[config.mk]
export PLATFORM = sky130hd
export DESIGN_NAME = counter_updown_mod
export DESIGN_NICKNAME = d
export VERILOG_FILES = /design/src/rtl/counter_pkg.sv /design/src/rtl/counter_next_val.sv /design/src/rtl/counter_updown_mod.sv
export SDC_FILE = /design/constraint.sdc
export NUM_CORES = 1
export LEC_CHECK = 0
export CORE_AREA = 5 5 42 44
export DETAILED_ROUTE_END_ITERATION = 8
export DIE_AREA = 0 0 47 49
export PLACE_DENSITY = 0.61
export SLEW_MARGIN = 20
export SYNTH_ARGS = -nofsm -noshare
export SYNTH_HDL_FRONTEND = slang
export SYNTH_SLANG_ARGS = --single-unit
[constraint.sdc]
create_clock -name clk -period 2 [get_ports clk]
set_input_delay 0.4 -clock clk [delete_from_list [all_inputs] [get_ports clk]]
set_output_delay 0.4 -clock clk [all_outputs]
set_load 0.05 [all_outputs]
[src/rtl/counter_pkg.sv]
`default_nettype none
// ============================================================================
//  Module  : counter_pkg
//  Purpose : Shared operation encoding and input decoding for the up/down
//            modulo counter (counter_updown_mod and counter_next_val).
//  Rev     : 1.0  initial release
// ============================================================================
package counter_pkg;

  // One operation is applied per qualified clock edge
  typedef enum logic [1:0] {
    OP_HOLD = 2'd0,
    OP_LOAD = 2'd1,
    OP_INC  = 2'd2,
    OP_DEC  = 2'd3
  } cnt_op_t;

  // Priority decode: load wins; inc and dec together cancel to a hold
  function automatic cnt_op_t decode_op(input logic i_load,
                                        input logic i_inc,
                                        input logic i_dec);
    cnt_op_t op;
    op = OP_HOLD;
    if (i_load) begin
      op = OP_LOAD;
    end else if (i_inc && !i_dec) begin
      op = OP_INC;
    end else if (i_dec && !i_inc) begin
      op = OP_DEC;
    end
    return op;
  endfunction

endpackage
`default_nettype wire

[src/rtl/counter_next_val.sv]
`default_nettype none
// ============================================================================
//  Module  : counter_next_val
//  Purpose : Combinational next-count and boundary-event computation.
//            Handles load clamping, modulo wrap and (with COUNTER_SAT_EN
//            defined) saturation at the range limits.
//  Config  : COUNTER_SAT_EN - saturate instead of wrapping at 0 / MODULO-1
//  Rev     : 1.0  initial release
// ============================================================================
module counter_next_val
  import counter_pkg::*;
#(
  parameter int WIDTH  = 4,
  parameter int MODULO = 16
) (
  input  logic [WIDTH-1:0] cnt,
  input  cnt_op_t          op,
  input  logic [WIDTH-1:0] load_val,
  output logic [WIDTH-1:0] nxt,
  output logic             evt
);

  // Terminal value in both widths: the extended form keeps comparisons
  // exact even when MODULO == 2**WIDTH.
  localparam logic [WIDTH:0]   C_MAX_W = (WIDTH+1)'(MODULO - 1);
  localparam logic [WIDTH-1:0] C_MAX_N = WIDTH'(MODULO - 1);

  logic [WIDTH:0] w_cnt_ext;
  logic [WIDTH:0] w_ld_ext;
  logic           w_at_max;
  logic           w_at_min;

  assign w_cnt_ext = {1'b0, cnt};
  assign w_ld_ext  = {1'b0, load_val};
  assign w_at_max  = (w_cnt_ext >= C_MAX_W);
  assign w_at_min  = (w_cnt_ext == '0);

  // Next value selection; increments/decrements are only taken away from
  // the limits, so they never overflow WIDTH bits.
  always_comb begin
    nxt = cnt;
    evt = 1'b0;
    case (op)
      OP_LOAD: begin
        nxt = (w_ld_ext > C_MAX_W) ? C_MAX_N : load_val;
      end
      OP_INC: begin
        if (w_at_max) begin
          evt = 1'b1;
`ifdef COUNTER_SAT_EN
          nxt = C_MAX_N;
`else
          nxt = '0;
`endif
        end else begin
          nxt = cnt + WIDTH'(1);
        end
      end
      OP_DEC: begin
        if (w_at_min) begin
          evt = 1'b1;
`ifdef COUNTER_SAT_EN
          nxt = '0;
`else
          nxt = C_MAX_N;
`endif
        end else begin
          nxt = cnt - WIDTH'(1);
        end
      end
      default: begin
        nxt = cnt;
        evt = 1'b0;
      end
    endcase
  end

endmodule
`default_nettype wire

[src/rtl/counter_updown_mod.sv]
`default_nettype none
// ============================================================================
//  Module  : counter_updown_mod
//  Purpose : Parametrised up/down modulo counter with parallel load,
//            registered wrap pulse and sticky overflow flag. co/bo are
//            terminal-count outputs for ripple cascading.
//  Config  : COUNTER_SAT_EN - saturating mode (events still reported)
//  Rev     : 1.0  initial release
// ============================================================================
module counter_updown_mod
  import counter_pkg::*;
#(
  parameter int WIDTH  = 4,
  parameter int MODULO = 16,
  parameter int INIT   = 6
) (
  input  logic             clk,
  input  logic             rst_n,
  input  logic             clk_en,
  input  logic             inc_cnt,
  input  logic             dec_cnt,
  input  logic             load,
  input  logic [WIDTH-1:0] load_val,
  input  logic             clr_ovf,
  output logic [WIDTH-1:0] cnt_out,
  output logic             co,
  output logic             bo,
  output logic             wrap_p,
  output logic             ovf
);

  localparam logic [WIDTH-1:0] C_MAX  = WIDTH'(MODULO - 1);
  localparam logic [WIDTH-1:0] C_INIT = WIDTH'(INIT);

  logic [WIDTH-1:0] r_cnt;
  logic             r_wrap;
  logic             r_ovf;
  cnt_op_t          w_op;
  logic [WIDTH-1:0] w_nxt;
  logic             w_evt;

  // clk_en gates every count/load action; a disabled cycle is a hold
  assign w_op = clk_en ? decode_op(load, inc_cnt, dec_cnt) : OP_HOLD;

  counter_next_val #(
    .WIDTH  (WIDTH),
    .MODULO (MODULO)
  ) u_next_val (
    .cnt      (r_cnt),
    .op       (w_op),
    .load_val (load_val),
    .nxt      (w_nxt),
    .evt      (w_evt)
  );

  // State update: reset dominates; a boundary event sets ovf ahead of clr_ovf
  always_ff @(posedge clk) begin
    if (!rst_n) begin
      r_cnt  <= C_INIT;
      r_wrap <= 1'b0;
      r_ovf  <= 1'b0;
    end else begin
      r_cnt  <= w_nxt;
      r_wrap <= w_evt;
      if (w_evt) begin
        r_ovf <= 1'b1;
      end else if (clr_ovf) begin
        r_ovf <= 1'b0;
      end
    end
  end

  assign cnt_out = r_cnt;
  assign wrap_p  = r_wrap;
  assign ovf     = r_ovf;
  assign co      = (r_cnt == C_MAX);
  assign bo      = (r_cnt == '0);

endmodule
`default_nettype wire
After elaboration in Yosys (flattened, before gate mapping)
Cells that the tools add are included.
Storage, ports and cells
  bits in registers: 6
  bits in latches: 0
  bits in writable memories: 0
  ROM bits: 0
  input bits: 11
  output and inout port bits: 8
  word-level logic and storage cells: 32
  memories kept: 0
Operators by class
  add/sub/neg operators: 2
  multipliers: 0
  div/mod/pow operators: 0
  $lt $le $gt $ge: 2
  equal/unequal tests: 4
  shifts and indexed selects: 0
  muxes and demuxes: 13
  bitwise gates (word level): 0
  reduce and logical (&&, ||, !) cells: 8
Operator list (count)
  two-way mux 4 bit: 3
  one-hot mux 4 bit (3 select lines): 1
  two-way mux 2 bit: 4
  zero test 5 bit: 1
  adder 4 x 1 -> 4 bit, second input constant: 1
  == test 2 bit, second input constant: 2
  == test 4 bit, second input constant: 1
  greater-or-equal comparator 4 bit, second input constant: 1
  > comparator 4 bit, second input constant: 1
  zero test 4 bit: 1
  two-way mux 1 bit: 4
  subtractor 4 x 1 -> 4 bit, second input constant: 1
  nonzero test 3 bit: 1
  == test 2 x 1 -> 1 bit, second input constant: 1
  logical AND 1 bit: 2
  zero test 1 bit: 2
  one-hot mux 1 bit (2 select lines): 1
  nonzero test 2 bit: 1

Depth between registers and ports, before layout
Gate-level depths: netlist of the first run.
  depth in word-level cells: 9
  gate-level depth with buffers: 6
  depth with buffers taken out: 6

Modules after synthesis
Synthesis of the first run repeated with hierarchy kept, for this count alone.
Unflattened totals
  cell total of the unflattened synthesis: 59
  area total of the unflattened synthesis: 494.2 um2
By module, submodules not included
  counter_next_val: times used 1, cells each 40, area an instance 275.3 um2, sequential area each 0.0 um2
  counter_updown_mod: times used 1, cells each 19, area an instance 219.0 um2, sequential area each 120.1 um2

Worst setup path after synthesis of the first run
Ideal clock, no wire load.
  kind: reg2reg
  start point: register r_cnt[1], in the netlist cnt_out[1]
  end point: register r_ovf, in the netlist ovf
  library setup time: 0.059 ns
  arrival: 2.526 ns
  setup slack: -0.585 ns
  stages on the path, launching flop included: 7
  path through: dfxtp_1 > inv_1 > ha_1 > nor3b_1 > and2_1 > o211a_1 > a31o_2
On the way
  longest elaborated chain between the ends: 4
Ends and longest elaborated chain
  start: declaration: RTL line counter_updown_mod.sv:35  | logic [WIDTH-1:0] r_cnt;
  start signal: assignment: RTL line counter_updown_mod.sv:63  | r_cnt <= w_nxt;
  greater-or-equal comparator 4 bit or zero test 5 bit (tied branches): RTL line counter_next_val.sv:35, counter_next_val.sv:36
  two-way mux 1 bit, on equally long branches: RTL line counter_next_val.sv:48, counter_next_val.sv:60
  one-hot mux 1 bit (2 select lines) (*): RTL line counter_next_val.sv:43  | case (op)
  two-way mux 1 bit or nonzero test 2 bit (tied branches)
  end signal: assignment: RTL line counter_updown_mod.sv:61  | r_ovf <= 1'b0;
  end signal: assignment: RTL line counter_updown_mod.sv:66  | r_ovf <= 1'b1;
  end signal: assignment: RTL line counter_updown_mod.sv:68  | r_ovf <= 1'b0;
  end: declaration: RTL line counter_updown_mod.sv:37  | logic r_ovf;
Mark *: on every way between the ends. The rest lies on a longest branch, timed or not.
A chain may end at the register's enable or synchronous reset.

Worst setup path after layout of the first run
  start point: register r_cnt[0], in the netlist cnt_out[0]
  end point: output port cnt_out[0]
RTL lines
  end: declaration: RTL line counter_updown_mod.sv:25  | output logic [WIDTH-1:0] cnt_out,
No word-level cell between the ends.

==> impl_metrics.py, run 1 <==
metrics = {
    "cells_and_area": {
        "multi_input_area_um2": 289,
        "area_growth_pct": 65.1,
        "fill_cells": 137,
        "regArea_um2": 123,
        "stdcell_count": 89,
        "fin_nets": 89,
        "drive_above_1_share": 0.260,
        "num_antenna_cells": 0,
    },
    "global_route": {
        "grt_max_degree": 9,
        "grt_pass1_vias": 427,
        "grt_pass1_wl_um": 1840,
        "grt.total_usage": 0.108,
        "grt.overflow.total": 0,
        "antenna_found_initial": 0,
    },
    "die": {
        "io_pins": 19,
        "die-area_um2": 2300,
        "core.rowCount": 14,
        "core-area_um2": 1400,
        "die_x_um": 47,
        "start_util": 0.302,
        "die_h_um": 49,
    },
    "synth": {
        "synth_area_um2": 423,
        "yosysUniqueCellTypes": 29,
        "synth-main-ff-cell": "dfxtp_1",
        "synth_common_cells": "dfxtp_1 (6), inv_1 (5), o21ai_0 (4)",
        "synth.most_common_cell": "dfxtp_1",
        "synthArstFlopShare": 0,
        "ys_ff_latch": 6,
        "synth_nets": 62,
        "yosys.area.top_type": "dfxtp_1",
        "synth.area.top_cells": "dfxtp_1 (28%), ha_1 (8.9%), mux2i_1 (4.7%), o21ai_0 (4.7%), inv_1 (4.4%)",
        "synthesis.instances": 48,
        "synth-warning-count": 0,
        "synth_edf_count": 0,
        "syn_avg_cell_area_um2": 8.81,
        "ys_seq_area_frac": 0.284,
        "yosys.area.top_type_share": 0.284,
    },
    "drt": {
        "drt_wl_total_um": 1090,
        "drt_first_pass_iters": 4,
        "drtIter0Drc": 4,
        "wl_per_cell_um": 12.2,
        "drc": 0,
        "vias": 467,
        "antenna_left": 0,
        "viasPerCell": 5.25,
    },
    "cts": {
        "cts.sinks": 6,
        "cts-hold-fix-buffers": 0,
        "post_cts_buffers": 0,
        "post_cts_resized": 0,
        "clk-insertion-delay-late_ps": 240,
        "cts.path.max_buffers": 2,
        "cts.htree.levels": 1,
        "path_clk_slew_ps": 50,
        "cts-root-buf": "clkbuf_4",
        "cts_tree": "done",
        "numCtsBuffers": 3,
    },
    "sta": {
        "timing.setup.tns_ps": 0,
        "fmax_mhz": 541,
        "finalCritPeriodShare": 0.925,
        "worst_slew_pin_slew_ps": 504,
        "hold_violations": 0,
        "setup_slack_ps": 151,
        "maxSlewHeadroom": 0.663,
        "setup_violations": 0,
        "drv_slew": 0,
        "rsz0062_at_grt": "no",
        "fin_crit_ps": 1850,
        "final.setup_skew_ps": 5.85,
        "whs_ps": 488,
    },
    "place": {
        "dp_cells": 86,
        "pre_cts_slack_ps": -101,
        "hpwl_um": 891,
        "io_buffers": 18,
        "gp_congestion": 0.746,
    },
    "power": {
        "pwr-share-clk": 0.286,
        "power_frac_seq": 0.373,
        "p_comb_frac": 0.341,
        "p_leak_nw": 0.305,
        "p_int_mw": 0.260,
        "p_sw_frac": 0.316,
        "ir_drop_v": 0.000254,
        "switchingPower_mw": 0.120,
        "power_density_nw_per_um2": 544,
    },
    "setup_path": {
        "end_kind": "output port",
        "critPathKind": "register to output port",
        "crit_start": "cnt_out[0]$_SDFFE_PN0P_",
        "cp_max_fo": 8,
        "path_buf_inv": 1,
        "cp.required_ps": 1600,
        "r2r_cells": 6,
        "arrival_ps": 1450,
        "crit_path_max_incr_delay_ps": 820,
        "crit-reg2reg-launch": "cnt_out[0]$_SDFFE_PN0P_",
        "worstPathCellList": "clkdlybuf4s50_1",
        "cp-start-kind": "register",
        "path_delay_family": "buffers and inverters",
        "slowest_stage": "clkdlybuf4s50_1",
        "cp.depth": 1,
    },
    "min_path": {
        "worstHoldPathCells": 1,
        "hp-class": "register to register",
        "holdCritStartpoint": "ovf$_SDFFE_PN0P_",
    },
    "outcome": {
        "outcome": "finished clean",
    },
    "flow_run": {
        "cap_violations": 0,
    },
}
==> power groups by stage <==
stage / sequential (mW) / clock (mW) / combinational, mW
after floorplan: 0.165 / 0 / 0.0503
after global placement: 0.144 / 0 / 0.128
after detailed placement: 0.144 / 0 / 0.130
after CTS: 0.142 / 0.113 / 0.131
after global routing: 0.144 / 0.125 / 0.139
final: 0.142 / 0.108 / 0.129
==> per-stage QoR <==
stage | total power, mW | util | instance area [um^2]
final | 0.379 | 0.498 | 698
after global routing | 0.408 | 0.498 | 698
after CTS | 0.386 | 0.498 | 698
after detailed placement | 0.274 | 0.482 | 676
after global placement | 0.273 | 0.482 | 676
after floorplan | 0.215 | - | 430
==> worst paths after layout <==
kind | end | slack (ps)
hold reg to reg | ovf$_SDFFE_PN0P_ | 490
hold / removal | ovf$_SDFFE_PN0P_ | 490
setup / recovery | cnt_out[0] | 150
setup reg to reg | ovf$_SDFFE_PN0P_ | 400
==> logic make-up after synthesis <==
group | synth area share
AO/OA/AOI/OAI | 0.243
XOR/XNOR | 0.0414
adder cells (fa/ha/maj) | 0.0888
buffers and inverters | 0.0444
flip-flops | 0.284
multiplexers | 0.0740
AND/OR/NAND/NOR | 0.225
==> flip-flops by register name (all words and copies together), names as in the netlist <==
name / cells
ovf: 1
wrap_p: 1
cnt_out: 4
==> metal layers <==
metal	GRT usage	wire length (um)
met5	0	0
met4	0.0276	0
met3	0.0517	90
met2	0.158	542
met1	0.138	457
==> layout make-up <==
type / count / area share
Clock buffer: 3 / 0.0323
Inverter: 5 / 0.0269
Tap cell: 16 / 0.0287
Timing Repair Buffer: 22 / 0.323
Multi-Input combinational cell: 37 / 0.414
Sequential cell: 6 / 0.176
==> layout by cell type (no fill, tap or decap), drive strengths merged, types with 2 or more instances in the layout <==
master	instances
o21ai	4
buf	8
dfxtp	6
inv	5
nand3	2
clkbuf	3
mux2i	2
nor3b	2
o211ai	2
clkdlybuf4s50	14
a31oi	2
nand2	2
ha	3
No activity file was read; power rests on OpenSTA's default activity.
==> run 2, diff against run 1 <==
--- a/config.mk
+++ b/config.mk
@@ -8,7 +8,7 @@
 export CORE_AREA = 5 5 42 44
 export DETAILED_ROUTE_END_ITERATION = 8
 export DIE_AREA = 0 0 47 49
-export PLACE_DENSITY = 0.61
+export PLACE_DENSITY = 0.63
 export SLEW_MARGIN = 20
 export SYNTH_ARGS = -nofsm -noshare
 export SYNTH_HDL_FRONTEND = slang
==> constraint.sdc (replaced) <==
create_clock -name clk -period 1.6 [get_ports clk]
set_input_delay 0.32 -clock clk [delete_from_list [all_inputs] [get_ports clk]]
set_output_delay 0.32 -clock clk [all_outputs]
set_load 0.05 [all_outputs]
==> run 2 against run 1 <==
Combinational power rose by 57%. Sequential cell count is the same. Final area is 14% higher. Sequential share of layout area fell by 1.3 points. Clock power grew 47%. Total power grew 43%. First-iteration DRC count decreased by 100%. Largest power group is now combinational cells.
==> impl_metrics.py, run 2 (same netlist as run 1, synthesis figures left out) <==
metrics = {
    "outcome": {
        "outcome": "finished clean",
    },
    "global_route": {
        "grt_pass1_vias": 470,
        "grt_max_degree": 9,
        "grt.total_usage": 0.112,
        "grt_pass1_wl_um": 1920,
        "grt.overflow.total": 0,
        "antenna_found_initial": 0,
    },
    "sta": {
        "final.setup_skew_ps": 15.6,
        "drv_slew": 0,
        "timing.setup.tns_ps": 0,
        "setup_slack_ps": 49.0,
        "fmax_mhz": 645,
        "setup_violations": 0,
        "fin_crit_ps": 1550,
        "hold_violations": 0,
        "maxSlewHeadroom": 0.846,
        "worst_slew_pin_slew_ps": 230,
        "rsz0062_at_grt": "no",
        "finalCritPeriodShare": 0.969,
    },
    "place": {
        "io_buffers": 18,
        "gp_congestion": 0.739,
        "place_area_um2": 739,
        "hpwl_um": 913,
        "pre_cts_slack_ps": -444,
    },
    "cells_and_area": {
        "num_antenna_cells": 0,
        "fin_nets": 91,
        "post-route-cell-area_um2": 798,
        "area_growth_pct": 88.8,
        "drive_above_1_share": 0.447,
        "fill_cells": 134,
        "largest_reg_flops": 4,
        "final_cell_mix": "clkdlybuf4s50_1 (8), buf_4 (8), buf_12 (6), inv_2 (4), o21ai_0 (4)",
    },
    "cts": {
        "cts_tree": "done",
        "clk-insertion-delay-late_ps": 260,
        "cts.htree.levels": 1,
        "path_clk_slew_ps": 60,
        "numCtsBuffers": 3,
        "cts.sinks": 6,
        "cts-hold-fix-buffers": 0,
        "cts.path.max_buffers": 2,
        "cts-root-buf": "clkbuf_4",
    },
    "setup_path": {
        "end_kind": "output port",
        "crit-reg2reg-launch": "cnt_out[0]$_SDFFE_PN0P_",
        "crit_path_end": "bo",
        "cp_max_fo": 7,
        "worstPathCellList": "inv_2 > ha_4 > nor3b_4 > buf_12",
        "worstReg2RegEnd": "ovf$_SDFFE_PN0P_",
        "critPathKind": "register to output port",
        "crit_path_max_incr_delay_ps": 370,
        "cp.required_ps": 1280,
        "r2r_cells": 6,
        "cp-start-kind": "register",
        "regToRegSetupSlack_ps": 130,
        "crit_start": "cnt_out[0]$_SDFFE_PN0P_",
        "slowest_stage": "dfxtp_4",
        "arrival_ps": 1230,
    },
    "drt": {
        "drtIter0Drc": 0,
        "wl_per_cell_um": 13.0,
        "viasPerCell": 5.07,
        "drc": 0,
        "drt_wl_total_um": 1200,
        "drt_first_pass_iters": 1,
        "antenna_left": 0,
        "vias": 466,
    },
    "die": {
        "core-area_um2": 1400,
        "start_util": 0.302,
        "die-area_um2": 2300,
        "die_x_um": 47,
        "io_pins": 19,
        "die_h_um": 49,
        "core.rowCount": 14,
    },
    "power": {
        "p_leak_nw": 0.341,
        "pwr-share-clk": 0.293,
        "p_sw_frac": 0.326,
        "p_int_mw": 0.367,
        "power_frac_seq": 0.335,
        "power_density_nw_per_um2": 682,
        "switchingPower_mw": 0.177,
        "p_comb_frac": 0.372,
        "ir_drop_v": 0.000316,
    },
    "flow_run": {
        "cap_violations": 0,
    },
    "min_path": {
        "hp-class": "register to register",
    },
}
[run 2: worst min-delay path by stage]
stage | depth (start not counted) | end | from | slack [ps]
final | 1 | ovf$_SDFFE_PN0P_ | ovf$_SDFFE_PN0P_ | 500
after global routing | 1 | ovf$_SDFFE_PN0P_ | ovf$_SDFFE_PN0P_ | 520
after CTS | 1 | ovf$_SDFFE_PN0P_ | ovf$_SDFFE_PN0P_ | 500
after detailed placement | 1 | ovf$_SDFFE_PN0P_ | ovf$_SDFFE_PN0P_ | 480
after global placement | 1 | ovf$_SDFFE_PN0P_ | ovf$_SDFFE_PN0P_ | 470
after floorplan | 1 | cnt_out[1]$_SDFFE_PN1P_ | rst_n | 410
[run 2: area by class of cell]
cell class	instances	area, um^2	share of cell area
clock buffers	4	26.3	0.0329
inverters	5	18.8	0.0235
multi-input cells	37	325	0.408
flip-flops and latches	6	130	0.163
well taps	16	20.0	0.0251
repair buffers	24	278	0.348
[run 2: power by group through the flow]
stage	sequential, mW	combinational, mW	clock, mW
finish	0.182	0.202	0.159
global route	0.184	0.215	0.172
CTS	0.186	0.191	0.168
detailed placement	0.189	0.187	0
global placement	0.189	0.184	0
floorplan	0.209	0.0703	0
[run 2: timing repair]
action	in CTS	in global routing
resized for setup	5	0
setup endpoints to repair	4	1
pin swaps	3	0
setup buffers	0	3
[run 2: routing by layer]
metal  vias up  global-route usage  routed length (um)
met1       217               0.132                 496
li1        237                   -                   -
met2        10               0.176                 642
met4         0              0.0968                  17
met3         2                   0                  44
met5         -                   0                   0
[run 2: through the flow]
stage                      util  instances  total power [mW]  hold slack, ps
after global placement    0.528         85             0.373             470
after CTS                 0.554         89             0.544             495
after floorplan               -         48             0.279             408
final                     0.570         92             0.544             496
after detailed placement  0.528         85             0.375             481
after global routing      0.570         92             0.570             518
[run 2: critical path: cells and delay by family, from the launching register on]
kind,cells,cell delay (ps)
fa+ha+maj,1,140
buf+inv,2,240
flops,1,370
simple gates,1,230
==> run 3, diff against run 2 <==
--- a/config.mk
+++ b/config.mk
@@ -8,7 +8,7 @@
 export CORE_AREA = 5 5 42 44
 export DETAILED_ROUTE_END_ITERATION = 8
 export DIE_AREA = 0 0 47 49
-export PLACE_DENSITY = 0.63
+export PLACE_DENSITY = 0.61
 export SLEW_MARGIN = 20
 export SYNTH_ARGS = -nofsm -noshare
 export SYNTH_HDL_FRONTEND = slang
==> constraint.sdc (replaced) <==
create_clock -name clk -period 1.7 [get_ports clk]
set_input_delay 0.34 -clock clk [delete_from_list [all_inputs] [get_ports clk]]
set_output_delay 0.34 -clock clk [all_outputs]
set_load 0.05 [all_outputs]
==> run 3 against run 2 <==
Count of clock-buffer cells in the layout did not move. Core utilization fell by 3.6 points. Non-clock buffer count did not move. Largest power group is now registers.
==> impl_metrics.py, run 3 (same netlist as run 1, synthesis figures left out) <==
metrics = {
    "sta": {
        "fmax_mhz": 623,
        "drv_slew": 0,
        "setup_violations": 0,
        "finalCritPeriodShare": 0.944,
        "worst_slew_pin_slew_ps": 266,
        "final.setup_skew_ps": 5.76,
        "rsz0062_at_grt": "no",
        "hold_violations": 0,
        "fin_crit_ps": 1600,
        "whs_ps": 495,
        "maxSlewHeadroom": 0.822,
    },
    "cts": {
        "cts.htree.levels": 1,
        "cts_tree": "done",
        "cts-root-buf": "clkbuf_4",
        "path_clk_slew_ps": 60,
        "cts.path.max_buffers": 2,
        "numCtsBuffers": 3,
        "cts.sinks": 6,
        "clk-insertion-delay-late_ps": 250,
    },
    "flow_run": {
        "cap_violations": 0,
    },
    "setup_path": {
        "cp_max_fo": 6,
        "cp-start-kind": "register",
        "arrival_ps": 1260,
        "critPathKind": "register to output port",
        "end_kind": "output port",
        "cp.required_ps": 1360,
    },
    "drt": {
        "drc": 0,
        "vias": 481,
        "drt_wl_total_um": 1270,
        "drtIter0Drc": 7,
        "antenna_left": 0,
        "viasPerCell": 5.23,
        "drt_first_pass_iters": 6,
        "wl_per_cell_um": 13.8,
    },
    "cells_and_area": {
        "largest_reg_flops": 4,
        "drive_above_1_share": 0.421,
        "regArea_um2": 130,
        "final_cell_mix": "buf_4 (12), clkdlybuf4s50_1 (8), o21ai_0 (4), inv_1 (3), clkbuf_4 (3)",
        "num_antenna_cells": 0,
        "multi_input_area_um2": 322,
        "stdcell_count": 92,
        "area_growth_pct": 76.9,
        "final_common_cell": "buf_4",
        "fin_nets": 91,
        "fill_cells": 145,
    },
    "place": {
        "gp_congestion": 0.706,
        "hpwl_um": 889,
        "dp_cells": 86,
        "io_buffers": 18,
    },
    "power": {
        "power_density_nw_per_um2": 646,
        "ir_drop_v": 0.000230,
        "p_leak_nw": 0.334,
    },
    "die": {
        "die_x_um": 47,
        "core-area_um2": 1400,
        "die_h_um": 49,
        "core.rowCount": 14,
        "io_pins": 19,
        "die-area_um2": 2300,
        "start_util": 0.302,
    },
    "global_route": {
        "grt_max_degree": 9,
        "grt_pass1_wl_um": 2080,
        "grt.overflow.total": 0,
        "antenna_found_initial": 0,
        "grt.total_usage": 0.128,
        "grt_pass1_vias": 451,
    },
    "outcome": {
        "outcome": "finished clean",
    },
    "min_path": {
        "hp-class": "register to register",
    },
}
[run 3: metal layers]
metal / GRT usage / part of all wire / vias up
met1: 0.150 / 0.39 / 222
met5: 0 / 0 / -
li1: - / - / 238
met2: 0.190 / 0.52 / 21
met3: 0.0406 / 0.085 / 0
met4: 0.0876 / 0 / 0
[run 3: critical path, cell delays in order (launching register included)]
cell     delay [ps]
dfxtp_4         360
inv_1           100
ha_4            150
nor3b_4         240
buf_12          170
[run 3: report_power, final]
| group | total, mW | internal (mW) | switching (mW) | leakage, nW |
|---|---|---|---|---|
| logic | 0.166 | 0.0828 | 0.0828 | 0.270 |
| clock network | 0.149 | 0.0895 | 0.0599 | 0.0150 |
| registers | 0.169 | 0.150 | 0.0182 | 0.0499 |
[run 3: final timing paths]
check / start / endpoint / slack, ps / depth (start not counted)
max: cnt_out[1]$_SDFFE_PN1P_ / bo / 100 / 4
min: ovf$_SDFFE_PN0P_ / ovf$_SDFFE_PN0P_ / 490 / 1
max reg2reg: cnt_out[0]$_SDFFE_PN0P_ / cnt_out[3]$_SDFFE_PN0P_ / 140 / 4
min reg2reg: ovf$_SDFFE_PN0P_ / ovf$_SDFFE_PN0P_ / 490 / 1
[run 3: what timing repair did]
action / 4_1_cts / 5_1_grt
hold buffers: 0 / 0
buffers inserted: 2 / 0
setup endpoints to repair: 4 / 5
pin swaps: 3 / 4
resized for setup: 2 / 5
[run 3: stage by stage]
| stage | cell area (um^2) | util | setup WS [ps] | power (mW) | setup TNS [ps] |
|---|---|---|---|---|---|
| after floorplan | 445 | - | 16.6 | 0.256 | 0 |
| after global placement | 681 | 0.486 | -311 | 0.322 | -1380 |
| after detailed placement | 681 | 0.486 | -328 | 0.324 | -1470 |
| after CTS | 733 | 0.523 | 3.86 | 0.479 | 0 |
| after global routing | 748 | 0.534 | 2.87 | 0.521 | 0 |
| final | 748 | 0.534 | 95.3 | 0.483 | 0 |
[run 3: layout make-up]
type,count,share of cell area
Multi-Input combinational cell,37,0.430
Timing Repair Buffer,24,0.309
Sequential cell,6,0.174
Clock buffer,4,0.0351
Tap cell,16,0.0268
Inverter,5,0.0251
